$ cat src/rtl/ula_arbitro.sv
// Two-requester front end sharing one 16-bit ALU (ula).
// Round-robin grant, one operation in flight, fixed IDLE -> EXEC -> RESP sequence.

module ula (
    input  logic [15:0] a,
    input  logic [15:0] b,
    input  logic [2:0]  sel,
    output logic [15:0] result,
    output logic        cout
);
    logic        is_sub;
    logic [15:0] b_eff;
    logic [16:0] sum;

    always_comb begin
        is_sub = (sel == 3'b001);
        b_eff  = is_sub ? ~b : b;
        sum    = {1'b0, a} + {1'b0, b_eff} + {16'd0, is_sub};
        cout   = sum[16];
        case (sel)
            3'b000:  result = sum[15:0];
            3'b001:  result = sum[15:0];
            3'b010:  result = a & b;
            3'b011:  result = a | b;
            3'b100:  result = ~(a & b);
            3'b101:  result = ~(a | b);
            3'b110:  result = a ^ b;
            default: result = sum[16] ? 16'h0000 : 16'h0001;
        endcase
    end
endmodule

module ula_arbitro (
    input  logic        clk,
    input  logic        rst,
    input  logic        req0_valid,
    input  logic [15:0] req0_a,
    input  logic [15:0] req0_b,
    input  logic [2:0]  req0_sel,
    output logic        req0_ready,
    input  logic        req1_valid,
    input  logic [15:0] req1_a,
    input  logic [15:0] req1_b,
    input  logic [2:0]  req1_sel,
    output logic        req1_ready,
    output logic        resp_valid,
    input  logic        resp_ready,
    output logic [15:0] resp_result,
    output logic        resp_cout,
    output logic        resp_zero,
    output logic        resp_id
);
    typedef enum logic [1:0] {ST_IDLE, ST_EXEC, ST_RESP} state_t;

    state_t      state_q, state_d;
    logic        last_q, last_d;
    logic [15:0] a_q, a_d, b_q, b_d;
    logic [2:0]  sel_q, sel_d;
    logic        id_q, id_d;
    logic [15:0] resp_result_q, resp_result_d;
    logic        resp_cout_q, resp_cout_d;
    logic        resp_zero_q, resp_zero_d;
    logic        resp_id_q, resp_id_d;

    logic        grant_valid, grant_id;
    logic [15:0] alu_result;
    logic        alu_cout;

    ula u_ula (
        .a      (a_q),
        .b      (b_q),
        .sel    (sel_q),
        .result (alu_result),
        .cout   (alu_cout)
    );

    // On a tie the requester that was not granted last wins.
    always_comb begin
        grant_valid = req0_valid | req1_valid;
        if (req0_valid && req1_valid)
            grant_id = ~last_q;
        else
            grant_id = req1_valid;
    end

    always_ff @(posedge clk) begin
        if (rst) begin
            state_q       <= ST_IDLE;
            last_q        <= 1'b1;
            a_q           <= 16'h0000;
            b_q           <= 16'h0000;
            sel_q         <= 3'b000;
            id_q          <= 1'b0;
            resp_result_q <= 16'h0000;
            resp_cout_q   <= 1'b0;
            resp_zero_q   <= 1'b0;
            resp_id_q     <= 1'b0;
        end else begin
            state_q       <= state_d;
            last_q        <= last_d;
            a_q           <= a_d;
            b_q           <= b_d;
            sel_q         <= sel_d;
            id_q          <= id_d;
            resp_result_q <= resp_result_d;
            resp_cout_q   <= resp_cout_d;
            resp_zero_q   <= resp_zero_d;
            resp_id_q     <= resp_id_d;
        end
    end

    always_comb begin
        state_d = state_q;
        case (state_q)
            ST_IDLE: if (grant_valid) state_d = ST_EXEC;
            ST_EXEC: state_d = ST_RESP;
            ST_RESP: if (resp_ready) state_d = ST_IDLE;
            default: state_d = ST_IDLE;
        endcase
    end

    always_comb begin
        last_d        = last_q;
        a_d           = a_q;
        b_d           = b_q;
        sel_d         = sel_q;
        id_d          = id_q;
        resp_result_d = resp_result_q;
        resp_cout_d   = resp_cout_q;
        resp_zero_d   = resp_zero_q;
        resp_id_d     = resp_id_q;
        if (state_q == ST_IDLE && grant_valid) begin
            last_d = grant_id;
            id_d   = grant_id;
            a_d    = grant_id ? req1_a   : req0_a;
            b_d    = grant_id ? req1_b   : req0_b;
            sel_d  = grant_id ? req1_sel : req0_sel;
        end
        if (state_q == ST_EXEC) begin
            resp_result_d = alu_result;
            resp_cout_d   = alu_cout;
            resp_zero_d   = (alu_result == 16'h0000);
            resp_id_d     = id_q;
        end
    end

    always_comb begin
        req0_ready  = (state_q == ST_IDLE) && !rst && grant_valid && !grant_id;
        req1_ready  = (state_q == ST_IDLE) && !rst && grant_valid &&  grant_id;
        resp_valid  = (state_q == ST_RESP);
        resp_result = resp_result_q;
        resp_cout   = resp_cout_q;
        resp_zero   = resp_zero_q;
        resp_id     = resp_id_q;
    end
endmodule

$ cat config.mk
export PLATFORM = sky130hd
export DESIGN_NAME = ula_arbitro
export DESIGN_NICKNAME = d
export VERILOG_FILES = /design/src/rtl/ula_arbitro.sv
export SDC_FILE = /design/constraint.sdc
export NUM_CORES = 1
export LEC_CHECK = 0
export BUFFER_PORTS_ARGS = -buffer_cell sky130_fd_sc_hd__buf_2
export CAP_MARGIN = 20
export CORE_MARGIN = 2
export CORE_UTILIZATION = 47
export DETAILED_ROUTE_END_ITERATION = 6
export PLACE_DENSITY_LB_ADDON = 0.08
export SLEW_MARGIN = 20
export SYNTH_ARGS = -nofsm -noshare
export SYNTH_HDL_FRONTEND = slang
export SYNTH_SLANG_ARGS = --single-unit
$ cat constraint.sdc
create_clock -name clk -period 8.95 [get_ports clk]
set_input_delay 0.4475 -clock clk [delete_from_list [all_inputs] [get_ports clk]]
set_output_delay 0.4475 -clock clk [all_outputs]
set_load 0.02 [all_outputs]
Yosys cells after proc, flatten, opt, wreduce, memory -nomap -nowiden
Index checks and enable logic that the tools add are counted.
Cells by class
  muxes and demuxes: 10
  $add $sub $neg: 2
  reduce and logical (&&, ||, !) cells: 13
  equality and inequality tests: 10
  bitwise gates (word level): 8
Operators with widths (number)
  case mux 16 bit (6 select lines): 1
  two-way mux 16 bit: 3
  NOT 16 bit: 3
  adder 16 x 16 -> 17 bit: 1
  adder 17 x 1 -> 17 bit: 1
  AND 16 bit: 1
  zero test 16 bit: 1
  bitwise OR 16 bit: 1
  XOR 16 bit: 1
  == test 3 bit, second input constant: 3
  == test 3 x 2 -> 1 bit, second input constant: 2
  logical AND 1 bit: 6
  case mux 2 bit (3 select lines): 1
  two-way mux 2 bit: 2
  == test 3 x 1 -> 1 bit, second input constant: 1
  zero test 3 bit: 1
  two-way mux 3 bit: 1
  == test 2 x 1 -> 1 bit, second input constant: 1
  == test 2 bit, second input constant: 1
  zero test 1 bit: 2
  zero test 2 bit: 1
  two-way mux 1 bit: 2
  != test 2 x 1 -> 1 bit, second input constant: 1
  != test 2 bit, second input constant: 1
  4 further kinds: 4
Word-level totals
  word-level logic and storage cells: 53
  input bits: 75
  flip-flop bits (word level): 58

Depth between registers and ports, before layout
  depth after elaboration: 7
  gate-level depth with buffers: 18
  gate-level depth less buffers: 13

Modules after synthesis
From an unflattened synthesis, not the netlist that was laid out.
Unflattened totals
  cells, all modules: 608
  area total of the unflattened synthesis: 4749.6 µm²
Modules (own cells, without submodules)
  ula_arbitro: instances 1, area each 2665.1 µm², cells each 309, seq. area each 1161.1 µm²
  ula: instances 1, area each 2084.5 µm², cells each 299, seq. area each 0.0 µm²

Worst setup path after synthesis
OpenSTA, ideal clock, no wires.
  path type: reg2reg
  from: register sel_q[0]
  to: register resp_zero_q (netlist: resp_zero)
  path buffers: 4
  arrival time: 3554 ps
  path slack: 5336 ps
  cell stages (with the launch flop): 16
  cell sequence: dfxtp_1 > clkbuf_1 > clkbuf_1 > and2_1 > clkbuf_1 > buf_2 > xnor2_1 > ha_1 > a21o_1 > and3_1 > nor3_2 > xnor2_1 > a221oi_1 > nand4_1 > nor4_1 > a41o_1
Between the ends
  cells in the longest elaborated chain, start to end: 7
  elaborated cells between the ends (all ways): 14
  classes of those cells: add/sub: 2; eq/ne: 6; mux: 3; reduce/logical: 3
RTL lines
  start, declared: line 58  | logic [2:0] sel_q, sel_d;
  start signal, assigned: line 103  | sel_q <= sel_d;
  == test 3 x 1 -> 1 bit: line 16, 20
  two-way mux 16 bit: line 17  | b_eff = is_sub ? ~b : b;
  adder 16 x 16 -> 17 bit: line 18  | sum = {1'b0, a} + {1'b0, b_eff} + {16'd0, is_sub};
  adder 17 x 1 -> 17 bit: line 18
  two-way mux 1 bit: line 28  | default: result = sum[16] ? 16'h0000 : 16'h0001;
  case mux 16 bit (6 select lines) *: line 20  | case (sel)
  zero test 16 bit *: line 142  | resp_zero_d = (alu_result == 16'h0000);
  end signal, assigned: line 107  | resp_zero_q <= resp_zero_d;
  end, declared: line 62  | logic resp_zero_q, resp_zero_d;
Every way passes the cells marked *; elsewhere a longest branch is shown, timed or not.
A chain may end at the register's enable or synchronous reset.

Worst setup path in the final report
  from: register sel_q[1]
  to: register resp_zero_q (netlist: resp_zero)
The elaborated chain is that of the path after synthesis.

==> Flow_metrics.wiki <==
{| class="wikitable"
! Metric !! Value
|-
| Critical path launch point || sel_q[1]
|-
| Synthesized cell area || around 0.0045 sq mm
|-
| Portion of netlist area occupied by mux cells || between 10% and 20%
|-
| # hold bufs at CTS || 0
|-
| Static leakage || roughly 2.3 nW
|-
| Number of input and output port buffers inserted || between 90 and 100
|-
| Number of cells on the worst hold path || 3
|-
| Post-synthesis share of cell area spent on and, or, nand and nor gates || 15.7%
|-
| Largest family of logic cells by synthesized area || compound AO/OA/AOI/OAI gates
|-
| Internal power || 0.000620 W
|-
| Register cell area after layout || 0.00116 sq mm
|-
| Sw frac || between 30% and 40%
|-
| Reg power frac || between 30% and 40%
|-
| Tightest Hold Check Type || input pin to flip-flop
|-
| Global-route total usage across every layer || roughly 22%
|-
| Share of total power in the clock network || between 20% and 30%
|-
| Antenna violations before repair || 0
|-
| Number of DRC markers in iteration 0 || 192
|-
| Startpoint of the worst register-to-register path || sel_q[1]
|-
| CP Launch Type || flip-flop
|-
| Yosys warnings || 0
|-
| Floorplan die area || 0.0105 sq mm
|-
| Fraction of layout instances using a drive strength above 1 || a little over a fifth
|-
| Number of setup violations in the final report || 0
|-
| Number of iterations in the first detailed-routing pass || 4
|-
| Level count of the clock H-tree || 3
|-
| Finished Layout Cells || around 760
|-
| Total vias in the final route || about 4000
|-
| Final core utilization || a little under three fifths
|-
| Proportion of register bits with asynchronous set or reset after synthesis || 0%
|-
| Avg Synthesized Cell Area || approximately 8.2 sq um
|-
| Die width || slightly above 100 um
|-
| Number of max-cap violations || 0
|-
| Power per standard cell area || about 190 mW/mm^2
|-
| Number of placement rows || 35
|-
| Number of routed nets with antenna violations || 0
|-
| Total wirelength of the detailed-routed design || around 11000 um
|-
| Post-layout total power || 0.00100 W
|-
| Critical Path RT || 9.23 ns
|-
| Capture endpoint of the worst hold path || state_q[1]
|-
| Gate count of the mapped netlist || about 550
|-
| Average wire length per cell after detail routing || roughly 14 um
|-
| TritonCTS clock tree || yes
|-
| Top library cells by usage in the layout, fill and taps aside || sky130_fd_sc_hd__buf_2, sky130_fd_sc_hd__nor2_1, sky130_fd_sc_hd__dfxtp_1
|-
| CP Data Arrival Time || about 4.6 ns
|-
| Maximum resistive drop on vdd || about 80 uV
|-
| CTS resizes || 0
|-
| Most common library cell in the layout ignoring fill and taps || sky130_fd_sc_hd__buf_2
|-
| Slew HR || between 30% and 40%
|-
| Area added between synthesis and finish || 16.5%
|-
| Register-to-register setup slack || ~4.6 ns
|-
| Portion of the post-synthesis area used by sequential elements || roughly a quarter
|-
| Nets in the synthesized netlist || 676
|-
| Total Neg Setup Slack || 0 ns
|-
| Via count normalized by instance count || 5.32
|-
| Number of global-route vias before repair || roughly 3600
|-
| Tightest Pin Transition || approximately 0.93 ns
|-
| Root buf cell || sky130_fd_sc_hd__clkbuf_8
|-
| Source of the worst hold timing path || resp_ready
|-
| Worst Reg-to-Reg Cells || 13
|-
| Placeable Area || between 0.009 and 0.01 sq mm
|-
| Wire length of the first global-routing pass || ~18000 um
|-
| Post-CTS Setup Repair Bufs || 0
|-
| XOR/XNOR share of the synthesized area || 4.83%
|-
| Number of buffers added by the clock tree synthesis step || 9
|-
| WS Path Type || flip-flop to flip-flop
|-
| Final count of hold timing violations || 0
|-
| Adder and majority cell fraction of the synthesized area || approximately 14%
|-
| Result of the run || complete, no violations
|-
| Area of the multi-input gates || between 0.003 and 0.004 sq mm
|-
| Drt drc || 0
|-
| Floorplan die height || around 100 um
|-
| Synth unique cells || 60
|-
| Top-level port count || between 90 and 100
|-
| Synthesis-stage register bit count || between 50 and 60
|-
| Tcrit/Tclk final || slightly below 50%
|-
| Maximum number of pins on one net before global-route repair || roughly 70
|-
| Diodes inserted || 0
|-
| GP Congestion || roughly 0.90
|-
| Overall overflow remaining after global route || 0
|-
| Longest Clk Path Bufs || 2
|-
| Clock-pin slew reported for the worst setup and hold paths after clock tree synthesis || approximately 0.080 ns
|-
| Number of flops mapped to enable cells by yosys || 0
|-
| Fill cell instance count of the final layout || about 900
|-
| Number of sinks handled by clock tree synthesis || between 50 and 60
|-
| Gate power share || 41.8%
|-
| Detail Placement HPWL || roughly 8100 um
|-
| Initial standard-cell utilization of the core || about half
|-
| Terminus of the critical flop-to-flop path || resp_zero
|-
| CP endpoint kind || flip-flop
|-
| Layout net count || roughly 750
|-
| Setup repair after global routing missed its margin || no
|-
| Dominant synthesized flop cell || sky130_fd_sc_hd__dfxtp_1
|-
| Net switching power of the design || 0.000384 W
|-
| Timing-limited maximum frequency || approximately 230 MHz
|-
| Skew-Pair Late Insertion Delay || around 0.35 ns
|-
| Placed Instances || between 700 and 800
|-
| Compound-Gate Fraction of Synth Area || ~22%
|-
| Final critical-path required period || 4.36 ns
|-
| Final-report max-slew violation count || 0
|-
| Worst clock skew || approximately 0.016 ns
|-
| Maximum fanout along the worst path || 18
|}
[flip-flops by register name, indices dropped and copies added, names as in the netlist]
| register | count |
|---|---|
| a_q | 16 |
| b_q | 16 |
| resp_result | 16 |
| sel_q | 3 |
| state_q | 2 |
| id_q | 1 |
| last_q | 1 |
| resp_cout | 1 |
| resp_id | 1 |
| resp_zero | 1 |
[power groups by stage]
| stage | sequential (W) | clock (W) | combinational (W) |
|---|---|---|---|
| after detailed placement | 0.000324 | 0 | 0.000417 |
| after global placement | 0.000322 | 0 | 0.000412 |
| after global routing | 0.000323 | 0.000285 | 0.000475 |
| after floorplan | 0.000327 | 0 | 0.000312 |
| after CTS | 0.000318 | 0.000273 | 0.000419 |
| final | 0.000318 | 0.000267 | 0.000419 |
[critical path: stages, from the launching register on]
cell and delay (ns):
sky130_fd_sc_hd__dfxtp_1 0.30, sky130_fd_sc_hd__buf_4 0.19, sky130_fd_sc_hd__nor2_1 0.62, sky130_fd_sc_hd__and2_1 0.82, sky130_fd_sc_hd__xnor2_1 0.20, sky130_fd_sc_hd__ha_1 0.25, sky130_fd_sc_hd__a211o_1 0.30, sky130_fd_sc_hd__o22ai_1 0.29
sky130_fd_sc_hd__o21ai_1 0.14, sky130_fd_sc_hd__xor2_1 0.15, sky130_fd_sc_hd__a221oi_1 0.41, sky130_fd_sc_hd__nand4_1 0.18, sky130_fd_sc_hd__nor4_1 0.24, sky130_fd_sc_hd__a41o_1 0.19
[cells in the mapped netlist, types with 4 or more instances]
master                      count  area [sq um]
sky130_fd_sc_hd__dfxtp_1       58          1160
sky130_fd_sc_hd__nand4_1        6          37.5
sky130_fd_sc_hd__nand2b_1       8          50.1
sky130_fd_sc_hd__a211oi_1      46           345
sky130_fd_sc_hd__a21oi_1       25           125
sky130_fd_sc_hd__nor2b_1        5          31.3
sky130_fd_sc_hd__clkbuf_1      26          97.6
sky130_fd_sc_hd__nand2_1       31           116
sky130_fd_sc_hd__a2111oi_0      5          43.8
sky130_fd_sc_hd__nor3_1         8          40.0
sky130_fd_sc_hd__o221ai_1      10          87.6
sky130_fd_sc_hd__o21a_1         4          30.0
sky130_fd_sc_hd__inv_1         36           135
sky130_fd_sc_hd__nand3_1        4          20.0
sky130_fd_sc_hd__nor2_1        75           282
sky130_fd_sc_hd__ha_1          49           613
sky130_fd_sc_hd__buf_2          9          45.0
sky130_fd_sc_hd__o21ai_0       15          75.1
sky130_fd_sc_hd__xnor2_1       19           166
sky130_fd_sc_hd__xor2_1         6          52.6
sky130_fd_sc_hd__and2_1         4          25.0
sky130_fd_sc_hd__mux2i_1       44           440
[metrics by stage]
stage / setup WS (ns) / hold slack, ns / area, sq um
4_1_cts: 4.58 / 0.354 / 5280
3_5_place_dp: 4.62 / 0.451 / 5070
2_1_floorplan: 5.34 / 0.430 / 4540
5_1_grt: 4.16 / 0.373 / 5280
6_report: 4.59 / 0.358 / 5280
3_3_place_gp: 4.72 / 0.443 / 5070
[kinds of logic (layout without fill, tap and decap cells)]
kind of cell | after synthesis | in the layout
AO/OA/AOI/OAI | 139 | 139
multiplexers | 47 | 47
adder cells (fa/ha/maj) | 50 | 50
buffers and inverters | 77 | 155
AND/OR/NAND/NOR | 155 | 155
XOR/XNOR | 25 | 25
flip-flops | 58 | 58
[routing by layer]
layer | wire length (um) | up-vias | share of wire, % | track usage (%)
met5 | 0 | - | 0 | 0
met4 | 147 | 0 | 1.4 | 6.36
met2 | 4280 | 117 | 40 | 30.5
li1 | - | 2122 | - | -
met1 | 5780 | 1777 | 54 | 33.8
met3 | 500 | 14 | 4.7 | 3.49
[worst max path at each step]
stage	to	slack [ns]	cells after the start
after floorplan	resp_zero	5.34	15
after global placement	resp_zero	4.72	13
after detailed placement	resp_zero	4.62	14
after CTS	resp_zero	4.58	13
after global routing	resp_zero	4.16	13
final	resp_zero	4.59	13
[layout make-up]
| class | count | share of cell area [%] |
|---|---|---|
| multi-input cells | 416 | 58.4 |
| flip-flops and latches | 58 | 22.0 |
| repair buffers | 102 | 9.95 |
| well taps | 129 | 3.05 |
| inverters | 37 | 2.63 |
| clock buffers | 11 | 2.49 |
| clock inverters | 5 | 1.49 |
(Power assumes the default switching activity.)
